**src/rtl/display_spi_arb_pkg.sv**
```systemverilog
// Shared types and pin-level constants for the display SPI bus arbiter.
// Imported by the arbiter top and any block that decodes dbg_state.
package display_spi_arb_pkg;

  // The numeric values are visible on dbg_state, so they must not be reordered.
  typedef enum logic [2:0] {
    StCtrlIdle    = 3'd0,
    StCtrlStart   = 3'd1,
    StCtrlBusy    = 3'd2,
    StGuardToHost = 3'd3,
    StHost        = 3'd4,
    StGuardToCtrl = 3'd5
  } arb_state_e;

  localparam int unsigned GuardCntWidth = 8;

  typedef struct packed {
    logic mosi;
    logic sck;
    logic cs;
    logic dc;
  } spi_pins_t;

  // The panel is held deselected and quiet while ownership changes hands.
  localparam logic GuardMosi = 1'b0;
  localparam logic GuardSck  = 1'b0;
  localparam logic GuardCs   = 1'b1;
  localparam logic GuardDc   = 1'b1;

  localparam spi_pins_t GuardPins = '{
    mosi: GuardMosi,
    sck:  GuardSck,
    cs:   GuardCs,
    dc:   GuardDc
  };

  // The controller only streams pixel data, so it keeps the panel selected in data mode.
  localparam logic CtrlCs = 1'b0;
  localparam logic CtrlDc = 1'b1;

  function automatic logic is_guard_state(arb_state_e s);
    return (s == StGuardToHost) || (s == StGuardToCtrl);
  endfunction

  function automatic logic is_ctrl_state(arb_state_e s);
    return (s == StCtrlIdle) || (s == StCtrlStart) || (s == StCtrlBusy);
  endfunction

endpackage

```
**src/rtl/sync_ff.sv**
```systemverilog
// Multi-flop synchroniser for asynchronous level inputs.
// Resets to all-zero; Depth must be at least 2.
module sync_ff #(
  parameter int unsigned Depth = 2,
  parameter int unsigned Width = 1
) (
  input  logic             clk,
  input  logic             rst_n,
  input  logic [Width-1:0] d,
  output logic [Width-1:0] q
);

  logic [Depth-1:0][Width-1:0] stage_q;

  always_ff @(posedge clk or negedge rst_n) begin
    if (!rst_n) begin
      stage_q <= '0;
    end else begin
      stage_q <= {stage_q[Depth-2:0], d};
    end
  end

  assign q = stage_q[Depth-1];

endmodule

```
**src/rtl/display_spi_arbiter.sv**
```systemverilog
// Shares the display SPI bus between the host bypass and the framebuffer controller,
// switching ownership only between frames with an idle guard interval.
module display_spi_arbiter
  import display_spi_arb_pkg::*;
#(
  parameter int unsigned SYNC_STAGES  = 2,
  parameter int unsigned GUARD_CYCLES = 4
) (
  input  logic       aclk,
  input  logic       resetn,

  input  logic       host_req,
  input  logic       host_mosi,
  input  logic       host_sck,
  input  logic       host_cs,
  input  logic       host_dc,

  input  logic       ctrl_mosi,
  input  logic       ctrl_sck,
  input  logic       ctrl_transfer_running,
  output logic       ctrl_start_transfer,

  input  logic       frame_pending,

  output logic       display_mosi,
  output logic       display_sck,
  output logic       display_cs,
  output logic       display_dc,

  output logic       host_grant,
  output logic [2:0] dbg_state
);

  localparam logic [GuardCntWidth-1:0] GuardLoad = GuardCntWidth'(GUARD_CYCLES - 1);
  localparam logic [GuardCntWidth-1:0] CntOne    = GuardCntWidth'(1);

  logic host_req_s;

  sync_ff #(
    .Depth (SYNC_STAGES),
    .Width (1)
  ) u_host_req_sync (
    .clk   (aclk),
    .rst_n (resetn),
    .d     (host_req),
    .q     (host_req_s)
  );

  arb_state_e               state_q, state_d;
  logic [GuardCntWidth-1:0] cnt_q, cnt_d;

  always_ff @(posedge aclk or negedge resetn) begin
    if (!resetn) begin
      state_q <= StCtrlIdle;
      cnt_q   <= '0;
    end else begin
      state_q <= state_d;
      cnt_q   <= cnt_d;
    end
  end

  always_comb begin
    state_d = state_q;
    cnt_d   = cnt_q;
    unique case (state_q)
      StCtrlIdle: begin
        // Host takes priority over a pending frame.
        if (host_req_s) begin
          state_d = StGuardToHost;
          cnt_d   = GuardLoad;
        end else if (frame_pending) begin
          state_d = StCtrlStart;
        end
      end
      StCtrlStart: begin
        if (ctrl_transfer_running) begin
          state_d = StCtrlBusy;
        end
      end
      StCtrlBusy: begin
        // A host request arriving now waits until the frame is fully out.
        if (!ctrl_transfer_running) begin
          state_d = StCtrlIdle;
        end
      end
      StGuardToHost: begin
        if (cnt_q == '0) begin
          state_d = StHost;
        end else begin
          cnt_d = cnt_q - CntOne;
        end
      end
      StHost: begin
        if (!host_req_s) begin
          state_d = StGuardToCtrl;
          cnt_d   = GuardLoad;
        end
      end
      StGuardToCtrl: begin
        if (cnt_q == '0) begin
          state_d = StCtrlIdle;
        end else begin
          cnt_d = cnt_q - CntOne;
        end
      end
      default: begin
        state_d = StCtrlIdle;
        cnt_d   = '0;
      end
    endcase
  end

  spi_pins_t pins;

  always_comb begin
    pins                = '{mosi: ctrl_mosi, sck: ctrl_sck, cs: CtrlCs, dc: CtrlDc};
    ctrl_start_transfer = 1'b0;
    host_grant          = 1'b0;
    unique case (state_q)
      StCtrlIdle, StCtrlBusy: begin
        pins = '{mosi: ctrl_mosi, sck: ctrl_sck, cs: CtrlCs, dc: CtrlDc};
      end
      StCtrlStart: begin
        ctrl_start_transfer = 1'b1;
      end
      StGuardToHost, StGuardToCtrl: begin
        pins = GuardPins;
      end
      StHost: begin
        // Host pins pass straight through; they are asynchronous to aclk.
        pins       = '{mosi: host_mosi, sck: host_sck, cs: host_cs, dc: host_dc};
        host_grant = 1'b1;
      end
      default: begin
        pins = GuardPins;
      end
    endcase
  end

  assign display_mosi = pins.mosi;
  assign display_sck  = pins.sck;
  assign display_cs   = pins.cs;
  assign display_dc   = pins.dc;
  assign dbg_state    = state_q;

endmodule

```
**config.mk**
```make
export PLATFORM = sky130hd
export DESIGN_NAME = display_spi_arbiter
export DESIGN_NICKNAME = d
export VERILOG_FILES = /design/src/rtl/display_spi_arb_pkg.sv /design/src/rtl/sync_ff.sv /design/src/rtl/display_spi_arbiter.sv
export SDC_FILE = /design/constraint.sdc
export NUM_CORES = 1
export LEC_CHECK = 0
export BUFFER_PORTS_ARGS = -buffer_cell sky130_fd_sc_hd__buf_4
export CELL_PAD_IN_SITES_DETAIL_PLACEMENT = 1
export CELL_PAD_IN_SITES_GLOBAL_PLACEMENT = 1
export CORE_UTILIZATION = 34
export CTS_CLUSTER_DIAMETER = 50
export DETAILED_ROUTE_END_ITERATION = 10
export PLACE_DENSITY = 0.8
export REMOVE_ABC_BUFFERS = 1
export SLEW_MARGIN = 20
export SYNTH_ARGS = -nofsm -noshare
export SYNTH_HDL_FRONTEND = slang
export SYNTH_SLANG_ARGS = --single-unit
```
**constraint.sdc**
```tcl
create_clock -name aclk -period 1.8 [get_ports aclk]
set_clock_uncertainty 0.1 [all_clocks]
set_input_delay 0.36 -clock aclk [delete_from_list [all_inputs] [get_ports aclk]]
set_output_delay 0.36 -clock aclk [all_outputs]
set_load 0.02 [all_outputs]
```
* Word-level counts from Yosys, hierarchy flattened
Cells that the tools add are included.
Storage, ports and cells: register bits 13, bits of input ports 11, word-level logic and storage cells 41
Cells by class: mux-type cells 15, eq/ne operators 13, bitwise logic cells 1, add/sub/neg operators 1, reductions and logical operators 7
Operator list (count):
- 8-bit one-hot mux with 4 select lines | 1
- 8-bit 2-to-1 mux | 3
- 3-bit 2-to-1 mux | 7
- 3-bit one-hot mux with 6 select lines | 1
- 2-bit != test (second input constant) | 6
- 8-bit logical NOT | 1
- 4-bit one-hot mux with 2 select lines | 1
- 8-bit by 1-bit subtractor with 8-bit output (second input constant) | 1
- 3-bit by 2-bit equality test with 1-bit output (second input constant) | 2
- 3-bit equality test (second input constant) | 2
- 6-bit AND reduction | 1
- 4-bit AND reduction | 1
- 2-bit OR reduction | 2
- 3-bit by 1-bit equality test with 1-bit output (second input constant) | 1
- 3-bit logical NOT | 1
- 3-bit by 2-bit != test with 1-bit output (second input constant) | 1
- 3-bit OR reduction | 1
- 1-bit 2-to-1 mux | 2
- 2-bit by 1-bit != test with 1-bit output (second input constant) | 1
- 1-bit NOT | 1

* Logic depth before layout (Yosys ltp)
Gate-level depths: netlist of the first run.
depth in word-level cells 4, mapped depth 6

* Cells and area by module
A second synthesis of the first run with hierarchy kept.
Second synthesis, totals: cells, all modules 97, area total of the unflattened synthesis 862.1 um2
Modules (own cells, without submodules):
- display_spi_arbiter | cells an instance 95, area an instance 812.0 um2, times used 1, sequential area each 275.3 um2
- sync_ff | cells an instance 2, area an instance 50.0 um2, times used 1, sequential area each 50.0 um2

* Worst setup path before layout of the first run
No wires, ideal clock.
kind register to register, from register cnt_q[0], to register cnt_q[1], clock period less this slack 1920 ps, setup slack -120 ps, cell stages (with the launch flop) 7, data arrival time 1695 ps, cell sequence dfrtp_1 > inv_1 > ha_1 > nor3b_1 > a21oi_1 > nor2_1 > mux2_2
Between the ends: cells in the longest elaborated chain, start to end 3, elaborated cells on any way between the ends 6
RTL lines:
- start, declared | line display_spi_arbiter.sv:50 | logic [GuardCntWidth-1:0] cnt_q, cnt_d;
- start signal, assigned | line display_spi_arbiter.sv:58 | cnt_q <= cnt_d;
- 8-bit by 1-bit subtractor with 8-bit output / 8-bit logical NOT (equally long branches)
- 8-bit 2-to-1 mux / 2-bit != test (equally long branches)
- 8-bit one-hot mux with 4 select lines / 4-bit AND reduction (equally long branches)
Several ways; a longest one is shown, not always the timed one. The select of a mux whose other input is x is not followed. A chain may end at the register's enable or synchronous reset.

* Worst setup path after layout of the first run
from register state_q[0], in the netlist dbg_state[0], to register cnt_q[4]
Between the ends: cells in the longest elaborated chain, start to end 4, elaborated cells on any way between the ends 14
RTL lines:
- start, declared | line display_spi_arbiter.sv:49 | arb_state_e state_q, state_d;
- start signal, assigned | line display_spi_arbiter.sv:54 | state_q <= StCtrlIdle;
- start signal, assigned | line display_spi_arbiter.sv:57 | state_q <= state_d;
- 3-bit equality test, or another cell as far along | line display_spi_arbiter.sv:65 | unique case (state_q)
- 2-bit OR reduction (no line)
- 2-bit != test (no line) / 1-bit NOT (equally long branches)
- 4-bit AND reduction (no line)
Several ways; a longest one is shown, not always the timed one.

==> results.cfg, run 1 <==
[synthesis]
synth_top_area_frac = 0.402
synth_area_per_cell_um2 = 9.08
synth_area_um2 = 808
synth_top_area_cell = dfrtp_1
synth.top_cells.by_area = dfrtp_1 (40%), or4_1 (4.6%), a21oi_1 (3.7%)
synth-seq-area-share = 0.402
ys_types = 36
synth-seq-cells = 13
netlist_instances = 89
yosysWarningCount = 0

[clock_tree]
cts_buffer_depth = 2
clock-sinks = 13
cts_tree = yes
clockRootBuffer = clkbuf_4
clk_latency_ns = 0.28
cts-buffers-inserted = 3
h-tree-depth = 1
cts.clk_slew.worst_paths_ns = 0.09

[drt]
drtAntennaViolNets = 0
vias = 889
first_iter_violations = 23
drt_wl_total_um = 2730
drtPass1Iterations = 4
wl_per_cell_um = 17.2
remaining_drc_errors = 0
vias_per_cell = 5.59

[worst_setup_path]
crit_buf_inv = 1
crit_family = simple AND/OR/NAND/NOR gates
worst_ep_required_time_ns = 1.92
startpoint_type = flip-flop
worstPathArrival_ns = 1.95
path_cells = buf_4, o21bai_1, a22o_1, or4_1, nand2_1
crit_path_max_incr_delay_ns = 0.55
path_max_fanout = 6
critPathSlowestCell = or4_1
crit_type = flip-flop to flip-flop
critPathCaptureType = flip-flop

[global_routing]
grt.total_usage = 0.202
grt_max_degree = 14
grt_overflow = 0
grt_pass1_vias = 843
antenna_found_initial = 0
grt_pass1_wl_um = 3770

[power_and_ir_drop]
powerDensity_nw_per_um2 = 2140
vdd_drop_max_v = 0.00115
total_power_mw = 2.71
leakage_nw = 0.580

[die]
die_w_um = 50.8
die_h_um = 50.8
core_area_um2 = 2230
rows = 17
start_util = 0.362
ioPinCount = 20
dieArea_um2 = 2580

[finish]
antenna_cells = 0
final_cells = 159
final_nets = 145
fillerInstances = 266
multiInputGateArea_um2 = 537
seq_area_um2 = 328
drive_gt1_frac = 0.466
area_growth_pct = 56.7

[place]
io_buffers = 19
dp_hpwl_um = 1710
placed_cells = 148
routabilityCongestion = 0.801
pre_cts_ws_ns = -0.0780

[sta]
fin_hold_ws_ns = 0.0877
setup_slack_ns = -0.0315
clock.fmax_ghz = 0.546
hold_viol = 0
tightest_slew_ns = 0.472
finalCriticalPeriod_ns = 1.83
slew_headroom = 0.685
slew_violations = 0
period_share = 1.02
setup_viol_count_final = 2
rsz0062_at_grt = true

[run_status]
status = finished, violations left
violations = negative setup slack

[hold_path]
hold_path.class = primary input to flip-flop

[job]
drv_cap = 0
[per-layer routing]
metal | vias to the layer above | global-route usage | share of wire
li1 | 419 | - | -
met1 | 450 | 0.231 | 0.41
met2 | 16 | 0.371 | 0.56
met3 | 4 | 0.0364 | 0.026
met4 | 0 | 0.0694 | 0.011
met5 | - | 0 | 0
[flip-flops by register name, indices dropped and copies added, names as in the netlist]
name	cells
cnt_q	8
dbg_state	3
u_host_req_sync.q	1
u_host_req_sync.stage_q	1
[layout make-up]
class	count	share of cell area
multi-input cells	69	0.424
well taps	28	0.0277
clock buffers	4	0.0208
flip-flops and latches	13	0.259
inverters	4	0.0119
repair buffers	41	0.257
[report_power, final]
group	switching, mW	internal, mW
Sequential	0.152	0.410
Clock	0.103	0.0860
Combinational	1.01	0.943
Total	1.27	1.44
[final timing paths]
check | start | to | slack [ns] | cells past startpoint
setup reg to reg | dbg_state[0] | cnt_q[4] | -0.03 | 5
hold reg to reg | u_host_req_sync.stage_q[0] | u_host_req_sync.q | 0.27 | 0
min in group asynchronous | resetn | cnt_q[7] | 0.35 | 2
hold / removal | host_req | u_host_req_sync.stage_q[0] | 0.09 | 1
setup / recovery | dbg_state[0] | cnt_q[4] | -0.03 | 5
max in group asynchronous | resetn | dbg_state[1] | 1.05 | 2
[cell usage in the layout, fill, tap and decap left out, drive strengths merged, types with 2 or more instances in the layout]
| cell type | n |
|---|---|
| inv | 4 |
| ha | 2 |
| a31oi | 2 |
| a22o | 3 |
| a211oi | 2 |
| mux2i | 2 |
| nor2 | 8 |
| nor4 | 2 |
| o22ai | 2 |
| nand2 | 8 |
| a21oi | 6 |
| clkbuf | 4 |
| dfrtp | 13 |
| o211ai | 3 |
| o21bai | 2 |
| nor3b | 2 |
| nor3 | 2 |
| nor2b | 3 |
| buf | 40 |
| or4 | 6 |
[metrics by stage]
step,cell area [um2],utilization,setup TNS (ns)
after floorplan,796,-,-0.222
after global placement,1090,0.486,0
after detailed placement,1090,0.486,-0.103
after CTS,1170,0.525,-0.0159
after global routing,1270,0.567,-0.491
final,1270,0.567,-0.0416
[synthesized netlist by cell type (all sizes together)]
cell type and instances:
o31ai 1, a21oi 6, or4 6, nand2b 1, a22oi 1, ha 2, o311ai 1, a211oi 2
nor4 2, or2 1, nor3b 2, o21bai 2, a22o 3, nand2 8, o22ai 2, or3 1
nor2b 3, inv 4, o21ai 1, a21o 1, dfrtp 13, mux2 1, mux2i 2, clkbuf 2
o211ai 3, a31oi 2, nand3 1, nor3 2, and2 1, o2bb2ai 1, xor2 1, nor2 8
buf 1, nand4b 1
[logic make-up after synthesis]
| group | share of synthesized area |
|---|---|
| xor+xnor | 0.0108 |
| mux | 0.0387 |
| buf+inv | 0.0340 |
| simple gates | 0.262 |
| flops | 0.402 |
| compound gates | 0.221 |
| fa+ha+maj | 0.0310 |
[repair_timing]
item	in CTS	in global routing
setup endpoints to repair	9	12
setup buffers	3	4
cloned	0	0
pin swaps	0	7
hold buffers	1	0
resized for setup	10	15
hold endpoints to repair	13	0
Note: power is estimated with default switching activity, not from simulation.
==> run 2: changes to the inputs <==
- CORE_UTILIZATION: 34 -> 30
- PLACE_DENSITY: 0.8 -> 0.73
==> run 2 against run 1 <==
  * The run now ends clean
  * Cell count increased by 2.5%
  * Sequential power about the same
  * Design area increased by 1.8%
  * Fmax increased by 2.1%
  * Critical path depth decreased by 1
  * Non-clock buffer count increased by 2
  * Clock power decreased by 5%
  * Sequential share of layout area decreased by 0.36 points
  * Power about the same
  * Die area increased by 13%
  * Count of clock-buffer cells in the layout unchanged
  * Critical path type is now flip-flop to output port
  * Largest cell class unchanged
==> results.cfg, run 2 (synthesis results as in run 1) <==
[worst_setup_path]
timing.rr.start = dbg_state[0]
worst_ep_required_time_ns = 1.34
cp_common_cell = buf_6
critPathSlowestCell = dfrtp_2
path_max_fanout = 9
startpoint_type = flip-flop
path_cells = buf_6, a21oi_4, a22o_1, buf_6
worstSetupStartpoint = dbg_state[0]
crit_buf_inv = 2
crit_type = flip-flop to output port
crit_family = flip-flops
critPathCaptureType = output port
worstPathArrival_ns = 1.33
crit_path_max_incr_delay_ns = 0.44

[die]
ioPinCount = 20
die_h_um = 53.9
core_area_um2 = 2520
die_w_um = 53.9
dieArea_um2 = 2910
rows = 18
start_util = 0.320

[finish]
final_nets = 147
largest_reg_flops = 8
final_cell_mix = buf_4 (38), dfrtp_1 (10), nand2_1 (7), nor2_1 (6), or4_1 (5)
area_growth_pct = 59.4
final_common_cell = buf_4
antenna_cells = 0
fillerInstances = 304
final_cells = 163
drive_gt1_frac = 0.489
design_area_um2 = 1290
regMostFlops = cnt_q

[drt]
dr.max_layer_used = met4
drtAntennaViolNets = 0
vias = 876
met1_length_um = 1090
vias_per_cell = 5.37
wl_met2_um = 1350
drt_wl_total_um = 2500
drtPass1Iterations = 4
first_iter_violations = 7
remaining_drc_errors = 0
wl_met3_um = 48
wl_per_cell_um = 15.3

[sta]
fin_hold_ws_ns = 0.0844
clock.fmax_ghz = 0.558
period_share = 0.996
finalCriticalPeriod_ns = 1.79
setup_viol_count_final = 0
hold_viol = 0
slew_violations = 0
slew_headroom = 0.676
tightest_slew_ns = 0.482
rsz0062_at_grt = true

[hold_path]
min-delay-start = host_req
hold_path.class = primary input to flip-flop

[global_routing]
antenna_found_initial = 0
grt_pass1_vias = 839
grt_overflow = 0
grt_pass1_wl_um = 3840
grt_max_degree = 14
grt.total_usage = 0.188

[clock_tree]
cts_buffer_depth = 2
cts.clk_slew.worst_paths_ns = 0.08
clk_latency_ns = 0.28
cts_tree = yes
clock-sinks = 13
clockRootBuffer = clkbuf_4
cts-buffers-inserted = 3
h-tree-depth = 1

[place]
routabilityCongestion = 0.800
dp_hpwl_um = 1790
placed_cells = 148
io_buffers = 19
placed_cell_area_um2 = 1070

[power_and_ir_drop]
leakage_nw = 0.590
vdd_drop_max_v = 0.000918
powerDensity_nw_per_um2 = 2100

[job]
drv_cap = 0

[run_status]
status = finished, final reports clean
-- run 2: changes by cell type in the layout (fill, tap and decap cells not counted), sizes merged --
cell	before	now
buf	40	42
-- run 2: what timing repair did --
action                                 in CTS  in global routing
endpoints found under the hold margin      13                  0
pin swaps                                   0                  9
hold buffers                                1                  0
cloned                                      0                  0
buffers inserted                            3                  7
setup endpoints to repair                   7                 12
gates resized for setup                    10                 16
-- run 2: final timing paths --
check	to	slack, ns	depth (start not counted)
worst max-delay path	display_sck	0.007	4
worst min register to register	u_host_req_sync.q	0.25	0
worst max register to register	cnt_q[5]	0.04	5
min in group asynchronous	cnt_q[7]	0.36	2
max in group asynchronous	dbg_state[2]	1.05	2
worst min-delay path	u_host_req_sync.stage_q[0]	0.08	1
-- run 2: cell type report --
cell class                      count  area (um2)  share of cell area
Clock buffer                        4        26.3              0.0204
Inverter                            4        15.0              0.0117
Multi-Input combinational cell     69         541               0.419
Sequential cell                    13         329               0.255
Tap cell                           30        37.5              0.0291
Timing Repair Buffer               43         340               0.264
-- run 2: metal layers --
layer,vias up,track usage
met3,2,0.0508
met2,8,0.317
met4,0,0.0395
li1,422,-
met1,444,0.239
met5,-,0
-- run 2: where the power goes --
| part | switching [mW] | internal [mW] |
|---|---|---|
| combinational | 0.979 | 0.983 |
| sequential | 0.151 | 0.412 |
| clock | 0.0942 | 0.0859 |
| total | 1.22 | 1.48 |
-- run 2: through the flow --
step           setup WS [ns]  utilization  TNS, ns  total power [mW]
2_1_floorplan         -0.120            -   -0.222              1.40
3_3_place_gp          0.0508        0.426        0              2.00
6_report             0.00686        0.511        0              2.71
4_1_cts              0.00119        0.462        0              2.40
3_5_place_dp         -0.0843        0.426   -0.123              2.08
5_1_grt              -0.0400        0.511   -0.160              2.90
